### config.mk
export PLATFORM = sky130hd
export DESIGN_NAME = oam_dma_controller
export DESIGN_NICKNAME = d
export VERILOG_FILES = /design/src/rtl/oam_dma_controller.sv
export SDC_FILE = /design/constraint.sdc
export NUM_CORES = 1
export LEC_CHECK = 0
export ABC_AREA = 0
export CAP_MARGIN = 20
export CORE_MARGIN = 5
export CORE_UTILIZATION = 43
export CTS_BUF_LIST = sky130_fd_sc_hd__clkbuf_8
export DETAILED_ROUTE_END_ITERATION = 8
export GPL_TIMING_DRIVEN = 0
export PLACE_DENSITY = 0.84
export SYNTH_ARGS = -nofsm -noshare
export SYNTH_HDL_FRONTEND = slang
export SYNTH_SLANG_ARGS = --single-unit
### constraint.sdc
create_clock -name clk -period 2 [get_ports clk]
set_input_delay 0.3 -clock clk [delete_from_list [all_inputs] [get_ports clk]]
set_output_delay 0.3 -clock clk [all_outputs]
set_load 0.005 [all_outputs]
### src/rtl/oam_dma_controller.sv
// OAM DMA sequencer: copies NUM_BYTES from {src_hi, 8'h00} into OAM,
// one byte per CYCLES_PER_BYTE clocks, after a one-window start delay.
module oam_dma_controller #(
   parameter int CYCLES_PER_BYTE = 4,
   parameter int NUM_BYTES       = 160,
   parameter int ECHO_FOLD       = 1
) (
   input  logic        clk,
   input  logic        reset,
   input  logic        reg_wr_en,
   input  logic [7:0]  reg_wdata,
   output logic [7:0]  reg_rdata,
   output logic        dma_active,
   output logic        rd_req,
   output logic [15:0] rd_addr,
   input  logic [7:0]  rd_data,
   output logic        oam_wr_en,
   output logic [7:0]  oam_addr,
   output logic [7:0]  oam_wdata
);

   localparam int TW = $clog2(CYCLES_PER_BYTE);
   localparam logic [TW-1:0] TICK_LAST = TW'(CYCLES_PER_BYTE - 1);
   localparam logic [7:0]    IDX_LAST  = 8'(NUM_BYTES - 1);

   typedef enum logic [1:0] {
      S_IDLE,
      S_START,
      S_XFER
   } state_t;

   state_t        r_state;
   logic [7:0]    r_src_hi;
   logic [7:0]    r_rdata;
   logic [7:0]    r_index;
   logic [TW-1:0] r_tick;

   logic          w_tick_last;
   logic          w_fold;
   logic [7:0]    w_src_eff;

   assign w_tick_last = (r_tick == TICK_LAST);
   // Echo RAM E000-FDFF mirrors C000-DDFF on the source bus
   assign w_fold      = (ECHO_FOLD != 0) && (r_src_hi >= 8'hE0);
   assign w_src_eff   = w_fold ? (r_src_hi - 8'h20) : r_src_hi;
   assign reg_rdata   = r_rdata;

   always_ff @(posedge clk) begin
      if (reset) begin
         r_state  <= S_IDLE;
         r_src_hi <= 8'h00;
         r_rdata  <= 8'hFF;
         r_index  <= 8'h00;
         r_tick   <= '0;
      end else if (reg_wr_en) begin
         // a write in any state (re)starts the copy from byte 0
         r_state  <= S_START;
         r_src_hi <= reg_wdata;
         r_rdata  <= reg_wdata;
         r_index  <= 8'h00;
         r_tick   <= '0;
      end else begin
         unique case (r_state)
            S_START: begin
               if (w_tick_last) begin
                  r_state <= S_XFER;
                  r_index <= 8'h00;
                  r_tick  <= '0;
               end else begin
                  r_tick <= r_tick + 1'b1;
               end
            end
            S_XFER: begin
               if (w_tick_last) begin
                  r_tick <= '0;
                  if (r_index == IDX_LAST) begin
                     r_state <= S_IDLE;
                     r_index <= 8'h00;
                  end else begin
                     r_index <= r_index + 8'd1;
                  end
               end else begin
                  r_tick <= r_tick + 1'b1;
               end
            end
            default: begin
               r_state <= S_IDLE;
            end
         endcase
      end
   end

   // strobes decode straight from state/index/tick, no output register
   always_comb begin
      dma_active = (r_state != S_IDLE);
      rd_req     = 1'b0;
      rd_addr    = 16'h0000;
      oam_wr_en  = 1'b0;
      oam_addr   = 8'h00;
      oam_wdata  = 8'h00;
      if (r_state == S_XFER) begin
         if (r_tick == TW'(0)) begin
            rd_req  = 1'b1;
            rd_addr = {w_src_eff, r_index};
         end
         if (r_tick == TW'(1)) begin
            oam_wr_en = 1'b1;
            oam_addr  = r_index;
            oam_wdata = rd_data;
         end
      end
   end

endmodule

==> summary.txt <==
Layout cells sized above 1 = 12.29%
Transition time of the tightest slew-check pin = 0.4277 ns
CTS root buf = clkbuf_8
Post-Synth XOR/XNOR Area = 3.412%
GRT overflow = 0
Fmax achieved = 0.5289 GHz
Leakage = 1.180 nW
Final Slew Violations = 0
Worst reg2reg path startpoint = r_index[0]$_SDFFE_PP0P_
Status = complete, no violations
Endpoints failing setup = 0
Reg power frac = 55.5%
NumNets Final = 265
Fin crit share = 94.54%
Sw Pwr = 0.0002549 W
Leading cell type in the layout, fill and taps excluded = dlygate4sd2_1
Die outline width = 69.85 µm
Post-Syn Nets = 199
Crit path time final = 1.891 ns
Worst Hold End = reg_rdata[0]$_SDFFE_PP1P_
# rows = 21
Largest net degree at the start of global routing = 15
WL/cell = 13.71 µm
Boundary Pins = 62
Post-synthesis mux area share = 7.149%
HP Start = reg_wr_en
Int Power = 0.0008208 W
Required @ worst endpoint = 1.70 ns
DR vias/cell = 5.025
Slew headroom = 71.49%
Routed Antenna Nets = 0
First-pass GRT wire length = 6.361 mm
Cts bufs inserted = 3
Clock Latency Late Sink = 0.27 ns
Setup crit start kind = register
Clock Sinks = 28
Register area share after synthesis = 36.39%
R2r endpoint = r_index[4]$_SDFFE_PP0P_
FF-to-FF setup slack = 0.38 ns
Synth Area per Inst = 8.955 µm²
Hold WS = 0.3999 ns
Clock skew = 0.002097 ns
Synthesized flop and latch total = 28
Compound-cell area share of the yosys netlist = 10.89%
Diodes inserted = 0
Hold Path Depth = 3
Main combinational cell family by area after synthesis = simple AND/OR/NAND/NOR gates
Layout area overhead = 47.52%
Die Y = 69.85 µm
Maxcap violations = 0
H-tree Lvls = 1
Hold/Removal Path Class = input port to register
Vias in the first global route = 1401
Combinational Power Share = 16.5%
Synth Instances = 172
# hold bufs at CTS = 0
Fillcell total = 289
IO buf count = 60
RSZ-0062 raised after global routing = no
Initial antenna violation count = 0
Most frequent cells in the layout = 32 x dlygate4sd2_1, 30 x and3_1, 26 x clkdlybuf4s50_1, 26 x dfxtp_1, 17 x nor2_1
Max clock buf depth = 2
Dpl hpwl = 2.902 mm
GPL Wtd Cong = 0.7655
Area of the core = 3390 µm²
Final WL = 3.867 mm
Yosys warning total = 0
Die area = 4879 µm²
CTS tree = done
Post-synthesis simple-gate area fraction = 29.08%
DRT iter0 DRCs = 36
WP data arrival = 1.59 ns
CP Max Fanout = 10
Path depth of the worst reg2reg path = 5
Setup Crit Path Kind = register to primary output
Peak VDD IR = 0.0003738 V
Hold Violations, Final = 0
Vias = 1417
Distinct cell type count after synthesis = 29
GRT Total Usage = 15.37%
CP endpoint kind = primary output
Final core utilization = 67.04%
Clock slew at reported path FFs = 0.09 ns
Pre-Repair DR Iteration Count = 4
Post-Synth Adder-Cell Area = 6.499%
Starting density of the core = 45.44%
Drc violations = 0
PwrDens = 473.4 nW/µm²
Synthesized area = 1540 µm²
Clk network pwr share = 28.0%
Sw Ratio = 23.70%
## layout make-up
type	instances	area, µm²	area share (%)
Multi-Input combinational cell	123	898.4	39.54
Timing Repair Buffer	61	573.1	25.22
Sequential cell	28	563.0	24.78
Buffer	11	101.3	4.460
Tap cell	46	57.56	2.533
Clock buffer	3	41.29	1.817
Inverter	10	37.54	1.652
## through the flow
| step | TNS (ns) | cell area (µm²) | cells | total power [W] | setup WS [ns] |
|---|---|---|---|---|---|
| floorplan | 0 | 1540 | 172 | 0.0006926 | 0.5738 |
| global placement | -0.2414 | 2198 | 278 | 0.0007766 | -0.03379 |
| detailed placement | -0.3195 | 2198 | 278 | 0.0007804 | -0.03607 |
| CTS | -0.07776 | 2265 | 282 | 0.001084 | -0.07776 |
| global route | 0 | 2272 | 282 | 0.001131 | 0.03985 |
| finish | 0 | 2272 | 282 | 0.001076 | 0.1093 |
## kinds of logic after synthesis
group / Yosys count
flops: 28
fa+ha+maj: 8
xor+xnor: 6
compound gates: 18
simple gates: 80
mux: 11
buf+inv: 21
## synth_stat cells, drive strengths merged
library cell   n  share of area (%)
o41a           1               0.73
o21bai         1               0.49
nor3           6                1.9
a21oi          2               0.65
nor2b          9                3.7
clkbuf         8                3.2
o21ai          4                2.8
and3          32                 13
nor2          17                4.1
dfxtp         28                 36
nand2b         1               0.89
o21ba          1               0.65
nand3          5                1.6
mux2i         11                7.1
ha             8                6.5
o41ai          1                1.1
nor4           1               0.81
a211o          8                4.5
xnor2          5                2.8
and2           3                1.2
buf            3               0.89
xor2           1               0.57
inv           10                2.4
nand2          6                1.6
## state kept, by name (all words and copies together) (netlist names)
| register | count |
|---|---|
| r_state | 2 |
| reg_rdata | 8 |
| r_src_hi | 8 |
| r_index | 8 |
| r_tick | 2 |
## worst max-delay path, cell delays in order, from the launching register on
cell and delay [ns]:
dfxtp_2 0.35, inv_2 0.05, ha_2 0.17, clkbuf_8 0.15, clkbuf_8 0.15, and3_2 0.20
dlygate4sd2_1 0.26
## power groups by stage
stage	logic, W	registers (W)	clock network, W
6_report	0.000178	0.000597	0.000301
5_1_grt	0.000197	0.000600	0.000335
4_1_cts	0.000180	0.000596	0.000307
3_5_place_dp	0.000172	0.000608	0
3_3_place_gp	0.000169	0.000607	0
2_1_floorplan	0.0000861	0.000607	0
## layer usage
| metal | up-vias | global-route usage, % | part of all wire, % |
|---|---|---|---|
| met5 | - | 0 | 0 |
| met4 | 0 | 3.191 | 0.83 |
| met3 | 5 | 6.313 | 12 |
| met2 | 61 | 27.18 | 45 |
| met1 | 632 | 17.26 | 42 |
| li1 | 719 | - | - |
## worst max-delay path by stage
stage | startpoint | to | slack [ns]
after global routing | r_state[0]$_SDFFE_PP0P_ | oam_addr[3] | 0.04
final | r_state[0]$_SDFFE_PP0P_ | oam_addr[3] | 0.11
after global placement | r_state[0]$_SDFFE_PP0P_ | rd_addr[12] | -0.03
after floorplan | r_index[0]$_SDFFE_PP0P_ | r_index[0]$_SDFFE_PP0P_ | 0.57
after detailed placement | r_state[0]$_SDFFE_PP0P_ | rd_addr[5] | -0.04
after CTS | r_state[0]$_SDFFE_PP0P_ | oam_wdata[7] | -0.08
## repair_timing
action | 4_1_cts | 5_1_grt
setup endpoints to repair | 34 | 2
setup buffers | 1 | 0
gates resized for setup | 52 | 3
Power figures use the tool's default switching activity.
